File: src/rtl/dmem_arbiter_if.sv
// dmem_arbiter_if: core, host and memory-side signals shared by the data memory arbiter and its environment
interface dmem_arbiter_if #(
  parameter int NUM_CORES = 4,
  parameter int ADDR_W = 16,
  parameter int DATA_W = 8
);
  logic [NUM_CORES-1:0] core_req;
  logic [NUM_CORES-1:0] core_we;
  logic [NUM_CORES*ADDR_W-1:0] core_addr;
  logic [NUM_CORES*DATA_W-1:0] core_wdata;
  logic [NUM_CORES-1:0] core_gnt;
  logic [NUM_CORES-1:0] core_rvalid;
  logic [DATA_W-1:0] core_rdata;
  logic host_req;
  logic host_we;
  logic [ADDR_W-1:0] host_addr;
  logic [DATA_W-1:0] host_wdata;
  logic host_gnt;
  logic host_rvalid;
  logic [DATA_W-1:0] host_rdata;
  logic mem_en;
  logic mem_we;
  logic [ADDR_W-1:0] mem_addr;
  logic [DATA_W-1:0] mem_wdata;
  logic [DATA_W-1:0] mem_rdata;
  modport slave (
    input core_req, core_we, core_addr, core_wdata, host_req, host_we, host_addr, host_wdata, mem_rdata,
    output core_gnt, core_rvalid, core_rdata, host_gnt, host_rvalid, host_rdata, mem_en, mem_we, mem_addr, mem_wdata
  );
  modport master (
    output core_req, core_we, core_addr, core_wdata, host_req, host_we, host_addr, host_wdata, mem_rdata,
    input core_gnt, core_rvalid, core_rdata, host_gnt, host_rvalid, host_rdata, mem_en, mem_we, mem_addr, mem_wdata
  );
endinterface

File: src/rtl/dmem_arbiter.sv
// dmem_arbiter: host-priority, round-robin burst-limited arbiter for a single-port data memory
module dmem_arbiter #(
  parameter int NUM_CORES = 4,
  parameter int ADDR_W = 16,
  parameter int DATA_W = 8,
  parameter int MAX_BURST = 4
) (
  input logic clk,
  input logic rstn,
  dmem_arbiter_if.slave bus
);
  localparam int ow = $clog2(NUM_CORES);
  logic [ow-1:0] owner, pick, g;
  logic [3:0] burst_cnt;
  logic [NUM_CORES-1:0] others, rd_core;
  logic found, cont, core_go, rd_host;
  always_comb begin
    found = 1'b0;
    pick = owner;
    for (int k = 1; k <= NUM_CORES; k++)
      if (!found && bus.core_req[(int'(owner) + k) % NUM_CORES]) begin
        found = 1'b1;
        pick = ow'((int'(owner) + k) % NUM_CORES);
      end
  end
  assign others = bus.core_req & ~(NUM_CORES'(1) << owner);
  assign cont = bus.core_req[owner] && burst_cnt != 4'd0 && (burst_cnt < 4'(MAX_BURST) || others == '0);
  assign core_go = !bus.host_req && (cont || found);
  assign g = cont ? owner : pick;
  assign bus.host_gnt = bus.host_req;
  assign bus.core_gnt = core_go ? NUM_CORES'(1) << g : '0;
  assign bus.mem_en = bus.host_req || core_go;
  assign bus.mem_we = bus.host_req ? bus.host_we : core_go && bus.core_we[g];
  assign bus.mem_addr = bus.host_req ? bus.host_addr : core_go ? bus.core_addr[int'(g)*ADDR_W +: ADDR_W] : '0;
  assign bus.mem_wdata = bus.host_req ? bus.host_wdata : core_go ? bus.core_wdata[int'(g)*DATA_W +: DATA_W] : '0;
  assign bus.core_rvalid = rd_core;
  assign bus.host_rvalid = rd_host;
  assign bus.core_rdata = bus.mem_rdata;
  assign bus.host_rdata = bus.mem_rdata;
  always_ff @(posedge clk or negedge rstn)
    if (!rstn) begin
      owner <= ow'(NUM_CORES - 1);
      burst_cnt <= '0;
      rd_core <= '0;
      rd_host <= 1'b0;
    end else begin
      if (core_go) begin
        owner <= g;
        burst_cnt <= !cont ? 4'd1 : burst_cnt == 4'd15 ? burst_cnt : burst_cnt + 4'd1;
      end
      rd_core <= core_go && !bus.core_we[g] ? NUM_CORES'(1) << g : '0;
      rd_host <= bus.host_req && !bus.host_we;
    end
endmodule
File: src/flat_wrapper.sv
// flat-port wrapper written by rule: the top's interface ports become plain ports
module dmem_arbiter_flat 
#(
  parameter int NUM_CORES = 4,
  parameter int ADDR_W = 16,
  parameter int DATA_W = 8,
  parameter int MAX_BURST = 4
)
  (clk, rstn, bus_core_req, bus_core_we, bus_core_addr, bus_core_wdata, bus_host_req, bus_host_we, bus_host_addr, bus_host_wdata, bus_mem_rdata, bus_core_gnt, bus_core_rvalid, bus_core_rdata, bus_host_gnt, bus_host_rvalid, bus_host_rdata, bus_mem_en, bus_mem_we, bus_mem_addr, bus_mem_wdata);
  dmem_arbiter_if #(.NUM_CORES(NUM_CORES), .ADDR_W(ADDR_W), .DATA_W(DATA_W)) bus_i ();
  input logic clk;
  input logic rstn;
  input wire logic [$bits(bus_i.core_req)-1:0] bus_core_req;
  input wire logic [$bits(bus_i.core_we)-1:0] bus_core_we;
  input wire logic [$bits(bus_i.core_addr)-1:0] bus_core_addr;
  input wire logic [$bits(bus_i.core_wdata)-1:0] bus_core_wdata;
  input wire logic [$bits(bus_i.host_req)-1:0] bus_host_req;
  input wire logic [$bits(bus_i.host_we)-1:0] bus_host_we;
  input wire logic [$bits(bus_i.host_addr)-1:0] bus_host_addr;
  input wire logic [$bits(bus_i.host_wdata)-1:0] bus_host_wdata;
  input wire logic [$bits(bus_i.mem_rdata)-1:0] bus_mem_rdata;
  output wire logic [$bits(bus_i.core_gnt)-1:0] bus_core_gnt;
  output wire logic [$bits(bus_i.core_rvalid)-1:0] bus_core_rvalid;
  output wire logic [$bits(bus_i.core_rdata)-1:0] bus_core_rdata;
  output wire logic [$bits(bus_i.host_gnt)-1:0] bus_host_gnt;
  output wire logic [$bits(bus_i.host_rvalid)-1:0] bus_host_rvalid;
  output wire logic [$bits(bus_i.host_rdata)-1:0] bus_host_rdata;
  output wire logic [$bits(bus_i.mem_en)-1:0] bus_mem_en;
  output wire logic [$bits(bus_i.mem_we)-1:0] bus_mem_we;
  output wire logic [$bits(bus_i.mem_addr)-1:0] bus_mem_addr;
  output wire logic [$bits(bus_i.mem_wdata)-1:0] bus_mem_wdata;
  assign bus_i.core_req = bus_core_req;
  assign bus_i.core_we = bus_core_we;
  assign bus_i.core_addr = bus_core_addr;
  assign bus_i.core_wdata = bus_core_wdata;
  assign bus_i.host_req = bus_host_req;
  assign bus_i.host_we = bus_host_we;
  assign bus_i.host_addr = bus_host_addr;
  assign bus_i.host_wdata = bus_host_wdata;
  assign bus_i.mem_rdata = bus_mem_rdata;
  assign bus_core_gnt = bus_i.core_gnt;
  assign bus_core_rvalid = bus_i.core_rvalid;
  assign bus_core_rdata = bus_i.core_rdata;
  assign bus_host_gnt = bus_i.host_gnt;
  assign bus_host_rvalid = bus_i.host_rvalid;
  assign bus_host_rdata = bus_i.host_rdata;
  assign bus_mem_en = bus_i.mem_en;
  assign bus_mem_we = bus_i.mem_we;
  assign bus_mem_addr = bus_i.mem_addr;
  assign bus_mem_wdata = bus_i.mem_wdata;
  dmem_arbiter #(.NUM_CORES(NUM_CORES), .ADDR_W(ADDR_W), .DATA_W(DATA_W), .MAX_BURST(MAX_BURST)) u_core (.clk(clk), .rstn(rstn), .bus(bus_i));
endmodule
File: config.mk
export PLATFORM = sky130hd
export DESIGN_NAME = dmem_arbiter_flat
export DESIGN_NICKNAME = d
export VERILOG_FILES = /design/src/rtl/dmem_arbiter_if.sv /design/src/rtl/dmem_arbiter.sv /design/src/flat_wrapper.sv
export SDC_FILE = /design/constraint.sdc
export NUM_CORES = 1
export LEC_CHECK = 0
export ABC_AREA = 1
export CORE_UTILIZATION = 31
export CTS_CLUSTER_DIAMETER = 200
export DETAILED_ROUTE_END_ITERATION = 10
export GPL_TIMING_DRIVEN = 0
export HOLD_SLACK_MARGIN = 0.08
export PLACE_DENSITY = 0.77
export SYNTH_ARGS = -nofsm -noshare
export SYNTH_HDL_FRONTEND = slang
export SYNTH_SLANG_ARGS = --single-unit
File: constraint.sdc
create_clock -name clk -period 2.55 [get_ports clk]
set_clock_uncertainty 0.1 [all_clocks]
set_input_delay 0.51 -clock clk [delete_from_list [all_inputs] [get_ports clk]]
set_output_delay 0.51 -clock clk [all_outputs]
set_load 0.02 [all_outputs]
# Yosys cells after proc, flatten, opt, wreduce, memory -nomap -nowiden
# Index checks and enable logic that the tools add are counted.
# op_classes
addsub	5
n_eq_ne	2
n_bitwise	6
reduce_logical	25
n_lt_le_gt_ge	7
mux	34
shifts	4
# ops
operator	n
$shiftx 64x7->16	1
$mux 16	2
$shiftx 32x6->8	1
$lt 3x4->1 const B	4
$mux 4	4
$mux 8	2
$mux 1	15
$bmux 1 s2	6
$mux 2	5
$logic_and 1x1->1	9
$reduce_or 2->1	4
$shl 1x2->4 const A	2
$logic_not 1->1	6
$lt 2x3->1 const B	2
$add 2x1->2 const B	2
$add 2x2->2 const B	2
$add 4x1->4 const B	1
$and 1x1->1 const A	4
$and 4x4->4	1
$eq 4x4->1 const B	1
$logic_not 4->1	1
$lt 4x3->1 const B	1
$not 4->4	1
$reduce_bool 4->1	1
3 further kinds	5
# word_totals
inputBits	140
reg_bits	11
output_inout_bits	52

# Logic depth before layout (Yosys ltp)
# Gate-level depths: netlist of the first run.
# depth
word_depth	22
depth_mapped	19

# Least setup slack after synthesis of the first run
# Ideal clock, no wire load.
# synth_timing
path_kind	flip-flop to output port
start	register u_core.owner[0]
end	output port bus_mem_addr[5]
required_time_ns	1.940
path_stages_with_launch	18
slack_ns	-0.344
t_arrival_ns	2.284
cell_sequence	dfstp_2 buf_6 inv_6 ha_1 inv_1 nand3_1 nand2_1 inv_1 nand2_2 nand3_1 nand2_1 buf_2 nand3_1 nand2_1 nand2_1 nand2_1 nand2_1 nand2_1
# synth_between
elab_chain_len	18
# synth_rtl
element	line_no	source
from (decl)	dmem_arbiter.sv:13	logic [ow-1:0] owner, pick, g;
from (signal assigned)	dmem_arbiter.sv:42	owner <= ow'(NUM_CORES - 1);
from (signal assigned)	dmem_arbiter.sv:48	owner <= g;
$add 2x1->2	dmem_arbiter.sv:21, dmem_arbiter.sv:23	
$bmux 1 s2	dmem_arbiter.sv:21	if (!found && bus.core_req[(int'(owner) + k) % NUM_CORES]) begin
$mux 1 (not written as such) (2 in a row)	dmem_arbiter.sv:21	
$mux 1	dmem_arbiter.sv:21	
$logic_not 1->1	dmem_arbiter.sv:21	
$logic_and 1x1->1	dmem_arbiter.sv:21	
$mux 1	dmem_arbiter.sv:21	
$logic_not 1->1	dmem_arbiter.sv:21	
$logic_and 1x1->1	dmem_arbiter.sv:21	
$mux 1	dmem_arbiter.sv:21	
$logic_not 1->1	dmem_arbiter.sv:21	
$logic_and 1x1->1	dmem_arbiter.sv:21	
$mux 2 or $mux 1 (tied branches)	dmem_arbiter.sv:21	
$mux 2 or $logic_or 1x1->1 (tied branches)	dmem_arbiter.sv:29, dmem_arbiter.sv:28	
$shiftx 64x7->16 or $logic_and 1x1->1 (tied branches)	dmem_arbiter.sv:34, dmem_arbiter.sv:28	
$mux 16 (*) (2 in a row)	dmem_arbiter.sv:34	assign bus.mem_addr = bus.host_req ? bus.host_addr : core_go ? bus.core_addr[int'(g)*ADDR_W +: ADDR_W] : '0;
to (decl)	flat_wrapper.sv:30	output wire logic [$bits(bus_i.mem_addr)-1:0] bus_mem_addr;
# Mark *: on every way between the ends. The rest lies on a longest branch, timed or not. The select of a mux whose other input is x is not followed.

# Worst setup path after layout of the first run
# layout_timing
start	register u_core.owner[0]
end	output port bus_mem_addr[8]
# The elaborated chain is that of the path after synthesis.

==> implementation parameters, run 1 <==
Parameter                              Value

Critical path
  Crit path buffers/inverters ... 5
  Crit-path leading delay family ... simple AND/OR/NAND/NOR gates
  Critical Path Start ... u_core.owner[0]$_DFFE_PN1P_
  Slowest Stage Delay on Critical Path ... 0.55 ns
  Critical Setup Path Class ... flop to primary output
  Count of cells along the worst register-to-register path ... 18
  Data required, critical path ... 1.94 ns
  Max FO, Critical Path ... 7
  Crit path capture type ... primary output
  FF-to-FF setup slack ... -0.04 ns
  RR Startpoint ... u_core.owner[0]$_DFFE_PN1P_
  Worst R2R End ... u_core.bus.core_rvalid[3]$_DFF_PN0_
  Startpoint kind of the worst setup timing path ... flop
  Cell with the largest stage delay on the worst path ... sky130_fd_sc_hd__dfstp_2
  Worst path arrival time ... 2.67 ns
  CP Cell Sequence ... buf_6 > inv_8 > ha_4 > nand3_2 > nand2_2 > nand2_4 > nand2_4 > nand4_4 > nand2_4 > buf_6 > buf_6 > nand2_2 > nand2_1 > nand2_1 > nand2_1 > nand2_1 > nand2_2 > buf_6

Die
  DIE WIDTH ... 90.8 um
  Standard cell core area ... 7690 um2
  Num ports ... 192
  Row Count ... 32
  Effective utilization at floorplan ... 31.8%
  Floorplan die area ... 8240 um2
  Die Y-Extent ... 90.8 um

Logic synthesis
  Yosys top cell area share ... 39.3%
  Largest cells by area after synthesis ... sky130_fd_sc_hd__nand2_1, sky130_fd_sc_hd__nand3_1, sky130_fd_sc_hd__dfrtp_1, sky130_fd_sc_hd__buf_4, sky130_fd_sc_hd__buf_6
  Proportion of register bits with asynchronous set or reset after synthesis ... 100%
  Net Count, Synth ... 623
  Prevailing post-synth register cell ... sky130_fd_sc_hd__dfrtp_1
  Number of warning messages in the yosys log ... 0
  Part of the Yosys area used for sequential elements ... 11.4%
  Post-synthesis register bit count ... 11
  Netlist cell types ... 28
  Dominant cell by count in the synthesized netlist ... sky130_fd_sc_hd__nand2_1
  Post-synth top cells ... sky130_fd_sc_hd__nand2_1, sky130_fd_sc_hd__nand3_1, sky130_fd_sc_hd__inv_1
  Yosys top cell by area ... sky130_fd_sc_hd__nand2_1
  Mapped cell area ... 2440 um2
  EDFF count, synth ... 0
  Count of mapped cells out of synthesis ... 477
  Average cell area after synthesis ... 5.12 um2

STA
  Worst Max-Slew Pin Slew ... 0.529 ns
  Ratio of final minimum period to clock period ... 129%
  Minimum setup slack in the final design ... -0.732 ns
  Minimum period implied by the final worst setup slack ... 3.28 ns
  Setup repair after global routing missed its margin ... true
  Max-slew headroom at the worst pin ... 64.8%
  Final number of max-transition violations ... 0
  Max Clk Rate ... 0.305 GHz
  Final hold viol count ... 0
  Number of setup violations in the final report ... 33

Final layout
  N_diodes ... 0
  FF+latch area ... 278 um2
  Multi-input logic area ... 2160 um2
  Layout cells sized above 1 ... 31.9%
  Layout filler cell count ... 681
  Fin util ... 68.6%
  Area added between synthesis and finish ... 116%
  Final net count ... 847

Placed design
  Routability Congestion ... 0.912
  Number of buffers inserted by port buffering ... 182
  Final HPWL DP ... 8.12 mm

CTS
  Count of clock tree sinks ... 11
  Latest clock arrival within the worst-skew pair ... 0.24 ns
  Clock root cell ... sky130_fd_sc_hd__clkbuf_8
  Clock input transition at the sequential cells of the worst setup and hold paths ... 0.05 ns
  Htree depth ... 1
  Clock buffer depth ... 2
  Post-CTS Hold Buffers ... 0
  Clock buffer count from CTS ... 3
  TritonCTS clock tree ... built

GRT
  Overall Global Routing Usage ... 25.0%
  Maximum number of pins on one net before global-route repair ... 12
  Initial antenna violation count ... 0
  Remaining global-route overflow ... 0
  First-pass GRT wire length ... 17.1 mm
  Vias in the first global route ... 3,801

Worst hold path
  Worst hold stages ... 2
  Startpoint of the worst hold path ... u_core.owner[1]$_DFFE_PN1P_
  Min-delay worst type ... flop to flop
  WHS Endpoint ... u_core.owner[1]$_DFFE_PN1P_

Detailed routing
  DR WL/cell ... 14.2 um
  Drc violations ... 0
  Count of vias placed by the detailed router ... 3,974
  Antenna-violating nets left ... 0
  TritonRoute pass-1 iters ... 5
  Drt total wl ... 11.4 mm
  DRT iter0 DRCs ... 174
  Via density ... 4.96

Run status
  Failing checks ... negative setup slack
  Outcome ... finished, violations left

Job
  Max-cap violations ... 0
## cell type report
type,instances,area share [%]
buffer,43,6.98
clock buffer,4,0.854
inverter,24,1.95
multi-input combinational,397,40.9
sequential,11,5.27
tap,102,2.42
timing repair buffer,221,41.6
## logic make-up after synthesis
logic type               synth area share (%)
AO/OA/AOI/OAI                            3.13
adder cells (fa/ha/maj)                  3.07
buffers and inverters                    16.3
flip-flops                               11.4
XOR/XNOR                                0.359
AND/OR/NAND/NOR                          65.7
## how the worst max path moves through the flow
stage,cells past startpoint,slack (ns),end
after floorplan,19,-0.19,bus_mem_addr[0]
after detailed placement,17,-1.21,bus_mem_we
after CTS,18,-0.69,bus_mem_addr[4]
final,18,-0.73,bus_mem_addr[8]
after global routing,18,-0.85,bus_mem_wdata[6]
after global placement,16,-1.16,bus_mem_addr[12]
## stage by stage
step	hold slack [ns]	TNS (ns)	instances	instance area [um2]	setup WS (ns)
global route	0.493	-23.37	802	5270	-0.850
finish	0.435	-19.29	802	5270	-0.732
global placement	0.459	-32.83	761	4530	-1.16
floorplan	0.114	-4.67	477	2580	-0.192
detailed placement	0.470	-34.29	761	4530	-1.21
CTS	0.423	-18.18	789	4890	-0.688
## per-layer routing
| metal | GRT usage, % | wire length (um) |
|---|---|---|
| met1 | 31.3 | 4600 |
| met2 | 42.8 | 5680 |
| met3 | 3.45 | 737 |
| met4 | 9.95 | 375 |
| met5 | 0 | 0 |
## repair_timing
action                     in CTS  in global routing
pin swaps                      20                 33
resized for setup             205                 82
gates cloned                    2                  2
buffers inserted               22                 14
setup endpoints to repair      34                 33
## worst reg2reg max path: stages, from the launching register on
cell	delay, ns
sky130_fd_sc_hd__dfstp_2	0.55
sky130_fd_sc_hd__buf_6	0.14
sky130_fd_sc_hd__inv_8	0.05
sky130_fd_sc_hd__ha_4	0.29
sky130_fd_sc_hd__nand3_2	0.07
sky130_fd_sc_hd__nand2_2	0.10
sky130_fd_sc_hd__nand2_4	0.07
sky130_fd_sc_hd__nand2_4	0.10
sky130_fd_sc_hd__nand3_4	0.12
sky130_fd_sc_hd__nand2_8	0.13
sky130_fd_sc_hd__nand2_4	0.07
sky130_fd_sc_hd__buf_6	0.15
sky130_fd_sc_hd__buf_12	0.13
sky130_fd_sc_hd__nand2_4	0.04
sky130_fd_sc_hd__nand2_2	0.05
sky130_fd_sc_hd__nand2_2	0.08
sky130_fd_sc_hd__nand2_4	0.07
sky130_fd_sc_hd__buf_6	0.14
sky130_fd_sc_hd__nor2_4	0.09
## cells in the final DEF (no fill, tap or decap), types with 3 or more instances in the layout
master	netlist	routed
sky130_fd_sc_hd__nand3_2	1	8
sky130_fd_sc_hd__nand3_4	0	5
sky130_fd_sc_hd__nand2_1	256	196
sky130_fd_sc_hd__nand2_2	9	58
sky130_fd_sc_hd__clkbuf_1	4	4
sky130_fd_sc_hd__nor2_1	10	3
sky130_fd_sc_hd__nand2_4	1	11
sky130_fd_sc_hd__dfrtp_1	9	9
sky130_fd_sc_hd__nand3_1	91	79
sky130_fd_sc_hd__dlygate4sd2_1	0	3
sky130_fd_sc_hd__nor2_4	2	8
sky130_fd_sc_hd__o21ai_0	8	6
sky130_fd_sc_hd__clkbuf_8	0	4
sky130_fd_sc_hd__inv_1	21	14
sky130_fd_sc_hd__buf_4	19	55
sky130_fd_sc_hd__ha_1	6	4
sky130_fd_sc_hd__inv_2	2	7
sky130_fd_sc_hd__buf_6	7	44
sky130_fd_sc_hd__nor2_2	2	3
sky130_fd_sc_hd__o21ai_2	0	3
sky130_fd_sc_hd__clkdlybuf4s50_1	0	148
## sequential cells by signal, summed over array words and instances, names as in the netlist
register                flops
u_core.burst_cnt            4
u_core.bus.core_rvalid      4
u_core.owner                2
u_core.bus.host_rvalid      1
Power of run 1 is not shown: default switching activity piles up to over one toggle a cycle in this logic, so the estimate is an artifact.
==> run 2: changes to the inputs <==
Settings changed: PLACE_DENSITY 0.77 to 0.87.
==> run 2 against run 1 <==
Net effect: the flow still finishes with violations (negative setup slack); register-to-register slack got worse by 0.11 ns; highest routed layer unchanged; die area unchanged; first-iteration DRC count is 48% higher; sequential share of layout area fell by 0.37 points; sequential cell count is the same; non-clock buffer count grew 4; fmax decreased by 4.5%; cell area is 7.6% higher.
==> implementation parameters, run 2 (synthesized netlist as in run 1, its figures left out) <==
Parameter                              Value

Run status
  Outcome ... finished, violations left
  Failing checks ... negative setup slack

Critical path
  Max FO, Critical Path ... 7
  Worst setup path end ... bus_mem_wdata[1]
  Worst path arrival time ... 2.83 ns
  Cell with the largest stage delay on the worst path ... sky130_fd_sc_hd__dfstp_2
  Data required, critical path ... 1.94 ns
  Count of cells along the worst register-to-register path ... 18
  CP Cell Sequence ... buf_8 > inv_12 > ha_4 > inv_4 > nand2_2 > nand2_2 > nand2_4 > nand2_4 > nand3_4 > nand2_8 > nand2_8 > buf_6 > buf_16 > nand2_4 > nand2_2 > nand2_1 > nand2_1 > nand2_1 > nand2_2 > buf_6
  Slowest Stage Delay on Critical Path ... 0.56 ns
  Critical Path Start ... u_core.owner[0]$_DFFE_PN1P_
  Crit path capture type ... primary output
  Critical Setup Path Class ... flop to primary output
  FF-to-FF setup slack ... -0.15 ns
  Startpoint kind of the worst setup timing path ... flop
  Cell mode on critical path ... sky130_fd_sc_hd__nand2_2
  RR Startpoint ... u_core.owner[0]$_DFFE_PN1P_
  Worst R2R End ... u_core.bus.core_rvalid[0]$_DFF_PN0_

Placed design
  Number of buffers inserted by port buffering ... 182
  Worst Setup Slack post-DPL ... -1.29 ns
  Final HPWL DP ... 8.34 mm
  Cell Count Post-Placement ... 761
  Routability Congestion ... 0.870

STA
  Max Clk Rate ... 0.291 GHz
  Minimum setup slack in the final design ... -0.885 ns
  Final number of max-transition violations ... 0
  Final total negative setup slack ... -23.01 ns
  Final hold viol count ... 0
  Number of setup violations in the final report ... 33
  Hold Slack ... 0.491 ns
  Setup repair after global routing missed its margin ... true
  Max-slew headroom at the worst pin ... 62.0%
  Worst Max-Slew Pin Slew ... 0.570 ns
  Minimum period implied by the final worst setup slack ... 3.44 ns
  Ratio of final minimum period to clock period ... 135%

Die
  Floorplan die area ... 8240 um2
  Standard cell core area ... 7690 um2
  Effective utilization at floorplan ... 31.8%
  Die Y-Extent ... 90.8 um
  Row Count ... 32
  Num ports ... 192
  DIE WIDTH ... 90.8 um

Final layout
  Non-filler instance count after layout ... 806
  Final net count ... 851
  Most used cells in the layout excluding fill and tap cells ... sky130_fd_sc_hd__nand2_1, sky130_fd_sc_hd__clkdlybuf4s50_1, sky130_fd_sc_hd__nand2_2, sky130_fd_sc_hd__nand3_1, sky130_fd_sc_hd__buf_6
  Leading cell type in the layout, fill and taps excluded ... sky130_fd_sc_hd__nand2_1
  Layout cells sized above 1 ... 37.5%
  N_diodes ... 0
  Area added between synthesis and finish ... 132%

GRT
  First-pass GRT wire length ... 20.1 mm
  Maximum number of pins on one net before global-route repair ... 12
  Met1 GRT Util ... 32.8%
  Vias in the first global route ... 4,248
  Initial antenna violation count ... 0
  Remaining global-route overflow ... 0
  Met3 global-route usage ... 5.05%
  Overall Global Routing Usage ... 30.3%
  GR met2 Demand/Resource ... 56.9%
  Global route hottest layer ... met2

Detailed routing
  DR WL/cell ... 16.6 um
  Via density ... 5.24
  Drc violations ... 0
  Drt total wl ... 13.3 mm
  Count of vias placed by the detailed router ... 4,223
  Antenna-violating nets left ... 0
  DRT iter0 DRCs ... 258
  TritonRoute pass-1 iters ... 5

CTS
  Latest clock arrival within the worst-skew pair ... 0.24 ns
  Clock buffer count from CTS ... 3
  TritonCTS clock tree ... built
  Clock buffer depth ... 2
  Count of clock tree sinks ... 11
  Htree depth ... 1
  Post-CTS Hold Buffers ... 0
  Clock root cell ... sky130_fd_sc_hd__clkbuf_8
  Clock input transition at the sequential cells of the worst setup and hold paths ... 0.06 ns

Job
  Max-cap violations ... 0

Worst hold path
  Startpoint of the worst hold path ... u_core.burst_cnt[2]$_DFFE_PN0P_
  Min-delay worst type ... flop to flop
[run 2: cell types whose count changed in the layout (fill, tap and decap cells not counted), moves of 3 or more]
cell,before,now
sky130_fd_sc_hd__buf_12,1,4
sky130_fd_sc_hd__buf_4,55,38
sky130_fd_sc_hd__buf_6,44,56
sky130_fd_sc_hd__buf_8,2,7
sky130_fd_sc_hd__nand2_1,196,175
sky130_fd_sc_hd__nand2_2,58,72
sky130_fd_sc_hd__nand2_4,11,17
sky130_fd_sc_hd__nand3_1,79,68
sky130_fd_sc_hd__nand3_2,8,15
sky130_fd_sc_hd__nand3_4,5,9
sky130_fd_sc_hd__nor2_2,3,0
[run 2: worst min-delay path by stage]
stage | cells past startpoint | slack (ns) | endpoint
floorplan | 0 | 0.11 | u_core.burst_cnt[0]$_DFFE_PN0P_
global placement | 2 | 0.45 | u_core.owner[1]$_DFFE_PN1P_
detailed placement | 2 | 0.46 | u_core.owner[1]$_DFFE_PN1P_
CTS | 3 | 0.50 | u_core.burst_cnt[2]$_DFFE_PN0P_
global route | 3 | 0.51 | u_core.burst_cnt[2]$_DFFE_PN0P_
finish | 3 | 0.49 | u_core.burst_cnt[2]$_DFFE_PN0P_
[run 2: final cells by class]
type / count / area (um2)
Fill cell: 586 / 2010
Timing Repair Buffer: 224 / 2340
Clock buffer: 3 / 41.3
Tap cell: 102 / 128
Clock inverter: 1 / 5.00
Inverter: 24 / 110
Sequential cell: 11 / 278
Buffer: 44 / 410
Multi-Input combinational cell: 397 / 2360
[run 2: metrics by stage]
step	area, um2	utilization [%]
after detailed placement	4530	58.9
after CTS	5440	70.8
final	5670	73.8
after floorplan	2580	-
after global placement	4530	58.9
after global routing	5670	73.8
[run 2: repair_timing]
item                       4_1_cts  5_1_grt
resized for setup              299       63
setup endpoints to repair       31       37
buffers inserted                31        3
pin swaps                       47       20
gates cloned                     8        1
[run 2: critical path: cells and delay by family (launching register included)]
kind,cells,cell delay [ns]
AND/OR/NAND/NOR,13,1.10
flip-flops,1,0.56
buffers and inverters,6,0.65
adder cells (fa/ha/maj),1,0.25
[run 2: routing by layer]
| metal | vias up | wire length, um |
|---|---|---|
| li1 | 1949 | - |
| met1 | 1924 | 4770 |
| met2 | 277 | 6930 |
| met3 | 73 | 1020 |
| met4 | 0 | 631 |
| met5 | - | 0 |
Power of run 2 is left out for the same reason.
